$ cat config.mk
export PLATFORM = sky130hd
export DESIGN_NAME = compare_bist_flat
export DESIGN_NICKNAME = d
export VERILOG_FILES = /design/src/rtl/compare_bist_if.sv /design/src/rtl/compare_bist.sv /design/src/flat_wrapper.sv
export SDC_FILE = /design/constraint.sdc
export NUM_CORES = 1
export LEC_CHECK = 0
export CAP_MARGIN = 10
export CORE_ASPECT_RATIO = 0.9
export CORE_UTILIZATION = 43
export DETAILED_ROUTE_END_ITERATION = 8
export GPL_TIMING_DRIVEN = 0
export PLACE_DENSITY = 0.69
export SLEW_MARGIN = 5
export SYNTH_ARGS = -nofsm -noshare
export SYNTH_HDL_FRONTEND = slang
export SYNTH_SLANG_ARGS = --single-unit
export TNS_END_PERCENT = 5
$ cat constraint.sdc
create_clock -name clk -period 3.1 [get_ports clk]
set_input_delay 0.93 -clock clk [delete_from_list [all_inputs] [get_ports clk]]
set_output_delay 0.93 -clock clk [all_outputs]
set_load 0.01 [all_outputs]
$ cat src/rtl/compare_bist_if.sv
// Operand/result bundle between the BIST engine and the n_bit_compare comparator.
// The master drives the operand pair and reads back the three compare flags.
interface compare_bist_if #(
    parameter int unsigned WIDTH = 4
);
    logic [WIDTH-1:0] a;
    logic [WIDTH-1:0] b;
    logic             eq;
    logic             lt;
    logic             gt;

    modport master (
        output a,
        output b,
        input  eq,
        input  lt,
        input  gt
    );

    modport slave (
        input  a,
        input  b,
        output eq,
        output lt,
        output gt
    );
endinterface

$ cat src/rtl/compare_bist.sv
// Exhaustive self-test sweep for the n_bit_compare comparator: applies every {b, a} pair,
// checks eq/lt/gt against a golden unsigned compare and records a pass/fail summary.
module compare_bist #(
    parameter int unsigned WIDTH  = 4,
    parameter int unsigned SETTLE = 2,
    parameter int unsigned ERR_W  = 8
) (
    input  logic                 clk,
    input  logic                 rst_n,
    input  logic                 start,
    compare_bist_if.master       cmp,
    output logic                 busy,
    output logic                 done,
    output logic                 pass,
    output logic [ERR_W-1:0]     err_count,
    output logic                 fail_valid,
    output logic [WIDTH-1:0]     fail_a,
    output logic [WIDTH-1:0]     fail_b
);

    localparam int unsigned VW = 2 * WIDTH;
    localparam int unsigned CW = (SETTLE > 1) ? $clog2(SETTLE) : 1;
    localparam logic [CW-1:0]    SETTLE_LOAD = CW'(SETTLE - 1);
    localparam logic [ERR_W-1:0] ERR_MAX     = '1;

    typedef enum logic [1:0] {
        StIdle,
        StWait,
        StCheck,
        StDone
    } state_e;

    state_e          state;
    logic [VW-1:0]   vec;
    logic [CW-1:0]   settle_cnt;
    logic [WIDTH-1:0] op_a;
    logic [WIDTH-1:0] op_b;
    logic [2:0]      golden;
    logic [2:0]      observed;
    logic            mismatch;

    // Operands come straight from the registered vector counter, so a/b are glitch-free.
    assign op_a  = vec[WIDTH-1:0];
    assign op_b  = vec[VW-1:WIDTH];
    assign cmp.a = op_a;
    assign cmp.b = op_b;

    assign golden   = {op_a == op_b, op_a < op_b, op_a > op_b};
    assign observed = {cmp.eq, cmp.lt, cmp.gt};
    assign mismatch = (golden != observed);

    always_ff @(posedge clk) begin
        if (!rst_n) begin
            state      <= StIdle;
            vec        <= '0;
            settle_cnt <= '0;
            busy       <= 1'b0;
            done       <= 1'b0;
            pass       <= 1'b0;
            err_count  <= '0;
            fail_valid <= 1'b0;
            fail_a     <= '0;
            fail_b     <= '0;
        end else begin
            done <= 1'b0;
            unique case (state)
                StIdle: begin
                    if (start) begin
                        vec        <= '0;
                        err_count  <= '0;
                        fail_valid <= 1'b0;
                        fail_a     <= '0;
                        fail_b     <= '0;
                        pass       <= 1'b0;
                        settle_cnt <= SETTLE_LOAD;
                        busy       <= 1'b1;
                        state      <= StWait;
                    end
                end
                StWait: begin
                    if (settle_cnt == '0) begin
                        state <= StCheck;
                    end else begin
                        settle_cnt <= settle_cnt - CW'(1);
                    end
                end
                StCheck: begin
                    if (mismatch) begin
                        if (err_count != ERR_MAX) begin
                            err_count <= err_count + ERR_W'(1);
                        end
                        if (!fail_valid) begin
                            fail_valid <= 1'b1;
                            fail_a     <= op_a;
                            fail_b     <= op_b;
                        end
                    end
                    if (vec == '1) begin
                        state <= StDone;
                    end else begin
                        vec        <= vec + VW'(1);
                        settle_cnt <= SETTLE_LOAD;
                        state      <= StWait;
                    end
                end
                StDone: begin
                    // err_count already includes the final vector's CHECK result here.
                    done  <= 1'b1;
                    pass  <= (err_count == '0);
                    busy  <= 1'b0;
                    state <= StIdle;
                end
                default: state <= StIdle;
            endcase
        end
    end

endmodule
$ cat src/flat_wrapper.sv
// flat-port wrapper written by rule: the top's interface ports become plain ports
module compare_bist_flat 
#(
    parameter int unsigned WIDTH  = 4,
    parameter int unsigned SETTLE = 2,
    parameter int unsigned ERR_W  = 8
)
  (clk, rst_n, start, busy, done, pass, err_count, fail_valid, fail_a, fail_b, cmp_a, cmp_b, cmp_eq, cmp_lt, cmp_gt);
  compare_bist_if #(.WIDTH(WIDTH)) cmp_i ();
  input  logic clk;
  input  logic rst_n;
  input  logic start;
  output logic busy;
  output logic done;
  output logic pass;
  output logic [ERR_W-1:0] err_count;
  output logic fail_valid;
  output logic [WIDTH-1:0] fail_a;
  output logic [WIDTH-1:0] fail_b;
  output wire logic [$bits(cmp_i.a)-1:0] cmp_a;
  output wire logic [$bits(cmp_i.b)-1:0] cmp_b;
  input wire logic [$bits(cmp_i.eq)-1:0] cmp_eq;
  input wire logic [$bits(cmp_i.lt)-1:0] cmp_lt;
  input wire logic [$bits(cmp_i.gt)-1:0] cmp_gt;
  assign cmp_a = cmp_i.a;
  assign cmp_b = cmp_i.b;
  assign cmp_i.eq = cmp_eq;
  assign cmp_i.lt = cmp_lt;
  assign cmp_i.gt = cmp_gt;
  compare_bist #(.WIDTH(WIDTH), .SETTLE(SETTLE), .ERR_W(ERR_W)) u_core (.clk(clk), .rst_n(rst_n), .start(start), .cmp(cmp_i), .busy(busy), .done(done), .pass(pass), .err_count(err_count), .fail_valid(fail_valid), .fail_a(fail_a), .fail_b(fail_b));
endmodule
==> reports/results.tsv <==
stage	metric	value	unit
cts	cts_buffers	5	
critical_path	end_kind	flop	
floorplanning	die_w	68.4	um
synthesis	synth_top_family_by_area	simple AND/OR/NAND/NOR gates	
grt	grt_pass1_vias	1460	
synthesis	synth_seq_cells	31	
pwr	ir_worst_vdd	0.316	mV
routing	num_vias	1704	
synthesis	yosysWarnings	0	
routing	wl	4220	um
critical_path	crit_family	buffers and inverters	
routing	drc	0	
cells_and_area	drive_gt1_share	7.39	%
sta	fin_crit_sh	93.7	%
critical_path	critPathMaxStageDelay	0.61	ns
sta	slew_viol_final	0	
pwr	power_density	395	nW/um^2
routing	wl_per_cell	13.9	um
synthesis	synthDistinctLibCells	40	
cells_and_area	regArea	621	sq um
cells_and_area	n_antenna_cell	0	
hold_path	hp-start	u_core.fail_a[2]	
pwr	p_clk_share	41.4	%
critical_path	path_buf_inv	2	
synthesis	syn_nets	230	
sta	worst_slew_pin_slew	0.742	ns
sta	slew_headroom	49.8	%
synthesis	synth-simple-area-share	31.0	%
synthesis	synth-compound-area-share	18.6	%
grt	antenna_found_initial	0	
routing	postRouteAntennaNets	0	
critical_path	crit_fanout	10	
sta	final-hold-violation-count	0	
pwr	combPwrFrac	11.2	%
pwr	leakage	0.764	nW
placement	place_inst	295	
cts	clkLatencyLatePin	0.29	ns
sta	rsz0062_at_grt	no	
critical_path	arrival	3.08	ns
synthesis	synthAdderAreaFrac	5.14	%
synthesis	syn_area	1700	sq um
sta	skew	0.0107	ns
synthesis	synth_cells	217	
sta	tns	0	ns
floorplanning	io_pins	34	
cells_and_area	stdcell_count	303	
critical_path	worstSetupPathType	in -> reg	
synthesis	synth_xor_area_share	3.60	%
critical_path	cp_common_cell	nor2_1	
synthesis	yosysSeqAreaShare	36.4	%
grt	grt_pass1_wl	6800	um
sta	finalSetupViolCount	0	
floorplanning	start_util	45.4	%
synthesis	synth-async-reset-ratio	0	%
cts	cts_max_level	2	
floorplanning	fp.coreArea	3760	sq um
pwr	switching_share	25.6	%
cells_and_area	nets	269	
critical_path	crit_chain	clkdlybuf4s50_1 > nor2_1 > or2_2 > clkbuf_1 > a41oi_1 > nand4_1 > xnor2_1 > nor2_1	
grt	grt_max_degree	11	
cts	cts_root_buf	clkbuf_8	
floorplanning	num_rows	21	
cts	post_cts_buffers	0	
cells_and_area	fillers	374	
critical_path	slowest_stage	a41oi_1	
cts	clockBufferDepth	2	
pwr	intPower	0.643	mW
synthesis	avgSynthCellArea	7.85	sq um
cells_and_area	final_common_cell	clkdlybuf4s50_1	
floorplanning	dieHeight	61.7	um
placement	gp_congestion	0.853	
critical_path	critPathLaunch	start	
cts	cts_tree	built	
synthesis	synthMuxAreaShare	0	%
synthesis	synth_ff_type	dfxtp_1	
routing	viasPerCell	5.62	
placement	portBuffers	32	
cells_and_area	syn2layout_area_growth	28.4	%
grt	overflow	0	
cells_and_area	multi_input_area	1000	sq um
grt	track_usage	22.3	%
cells_and_area	fin_util	58.2	%
pwr	p_seq_share	47.4	%
job	cap_violations	0	
cts	clk_pin_slew	0.06	ns
critical_path	cp.required	3.27	ns
floorplanning	fp.dieArea	4220	sq um
outcome	outcome	finished clean	
sta	period_needed	2.90	ns
routing	dr.first_iter.drc_count	146	
critical_path	cp-start-kind	input port	
hold_path	hold_path.class	reg -> reg	
sta	clock.fmax	344	MHz
cells_and_area	most-common-layout-cells	32 x clkdlybuf4s50_1, 31 x dfxtp_1, 25 x nand2_1	
routing	drtPass1Iterations	4	
critical_path	worstReg2RegStart	u_core.vec[0]	
pwr	net-switching-power	0.221	mW
cts	cts_sinks	31	
placement	dp_hpwl	3010	um
synthesis	synth_edf_count	0	
-- power by group through the flow --
stage | clock network, mW | logic (mW) | registers, mW
floorplan | 0 | 0.0619 | 0.419
global placement | 0 | 0.0948 | 0.418
detailed placement | 0 | 0.0954 | 0.418
CTS | 0.361 | 0.0963 | 0.409
global route | 0.379 | 0.108 | 0.410
finish | 0.357 | 0.0965 | 0.410
-- path summary, 6_finish.rpt --
kind,end,slack (ns),cells past startpoint
worst max register to register,u_core.fail_b[3],0.31,10
worst min register to register,u_core.fail_a[2],0.49,2
worst min-delay path,u_core.fail_a[2],0.49,2
worst max-delay path,u_core.vec[6],0.20,8
-- repair_timing --
item / in CTS / in global routing
hold buffers: 0 / 0
gates resized for setup: 1 / 0
setup endpoints to repair: 8 / 0
-- routing by layer --
| metal | wire, um | global-route usage [%] |
|---|---|---|
| met5 | 0 | 0 |
| met4 | 58 | 7.14 |
| met3 | 170 | 6.57 |
| met2 | 1880 | 34.9 |
| met1 | 2110 | 29.6 |
-- area by class of cell --
type                            count  share of cell area, %
Sequential cell                    31                   28.4
Tap cell                           46                   2.63
Timing Repair Buffer               32                   14.6
Buffer                             12                   2.23
Inverter                           11                   1.89
Clock buffer                        8                   4.57
Multi-Input combinational cell    163                   45.7
-- worst min-delay path, cell delays in order (launching register included) --
cell and delay (ns):
dfxtp_1 0.31, nand3b_1 0.07, a21oi_1 0.06
-- per-stage QoR --
step | hold slack (ns) | total power [mW] | area, sq um | setup WS [ns]
2_1_floorplan | 0.469 | 0.481 | 1700 | 0.586
3_3_place_gp | 0.484 | 0.513 | 2080 | -0.486
3_5_place_dp | 0.478 | 0.514 | 2080 | -0.460
4_1_cts | 0.497 | 0.867 | 2190 | 0.194
5_1_grt | 0.523 | 0.897 | 2190 | 0.0302
6_report | 0.495 | 0.863 | 2190 | 0.196
-- sequential cells by signal, indices dropped and copies added (netlist names) --
register,flops
u_core.busy,1
u_core.settle_cnt,1
u_core.done,1
u_core.pass,1
u_core.state,2
u_core.fail_valid,1
u_core.err_count,8
u_core.vec,8
u_core.fail_b,4
u_core.fail_a,4
-- logic make-up (layout without fill, tap and decap cells) --
family	after synthesis	count (layout)
AO/OA/AOI/OAI	50	50
XOR/XNOR	7	7
adder cells (fa/ha/maj)	7	7
buffers and inverters	23	63
flip-flops	31	31
AND/OR/NAND/NOR	99	99
-- Yosys cell counts, types with 4 or more instances --
library cell | number | area [sq um]
nor2_1 | 21 | 78.8
o21a_1 | 4 | 30.0
xor2_1 | 4 | 35.0
a21oi_1 | 20 | 100
nand3_1 | 11 | 55.1
nand3b_1 | 5 | 37.5
nand4_1 | 7 | 43.8
or3_1 | 4 | 25.0
o21ai_0 | 9 | 45.0
o32ai_1 | 4 | 35.0
inv_1 | 11 | 41.3
nor4_1 | 5 | 31.3
clkbuf_1 | 9 | 33.8
dfxtp_1 | 31 | 621
ha_1 | 7 | 87.6
nand2_1 | 25 | 93.8
Note: power is estimated with default switching activity, not from simulation.
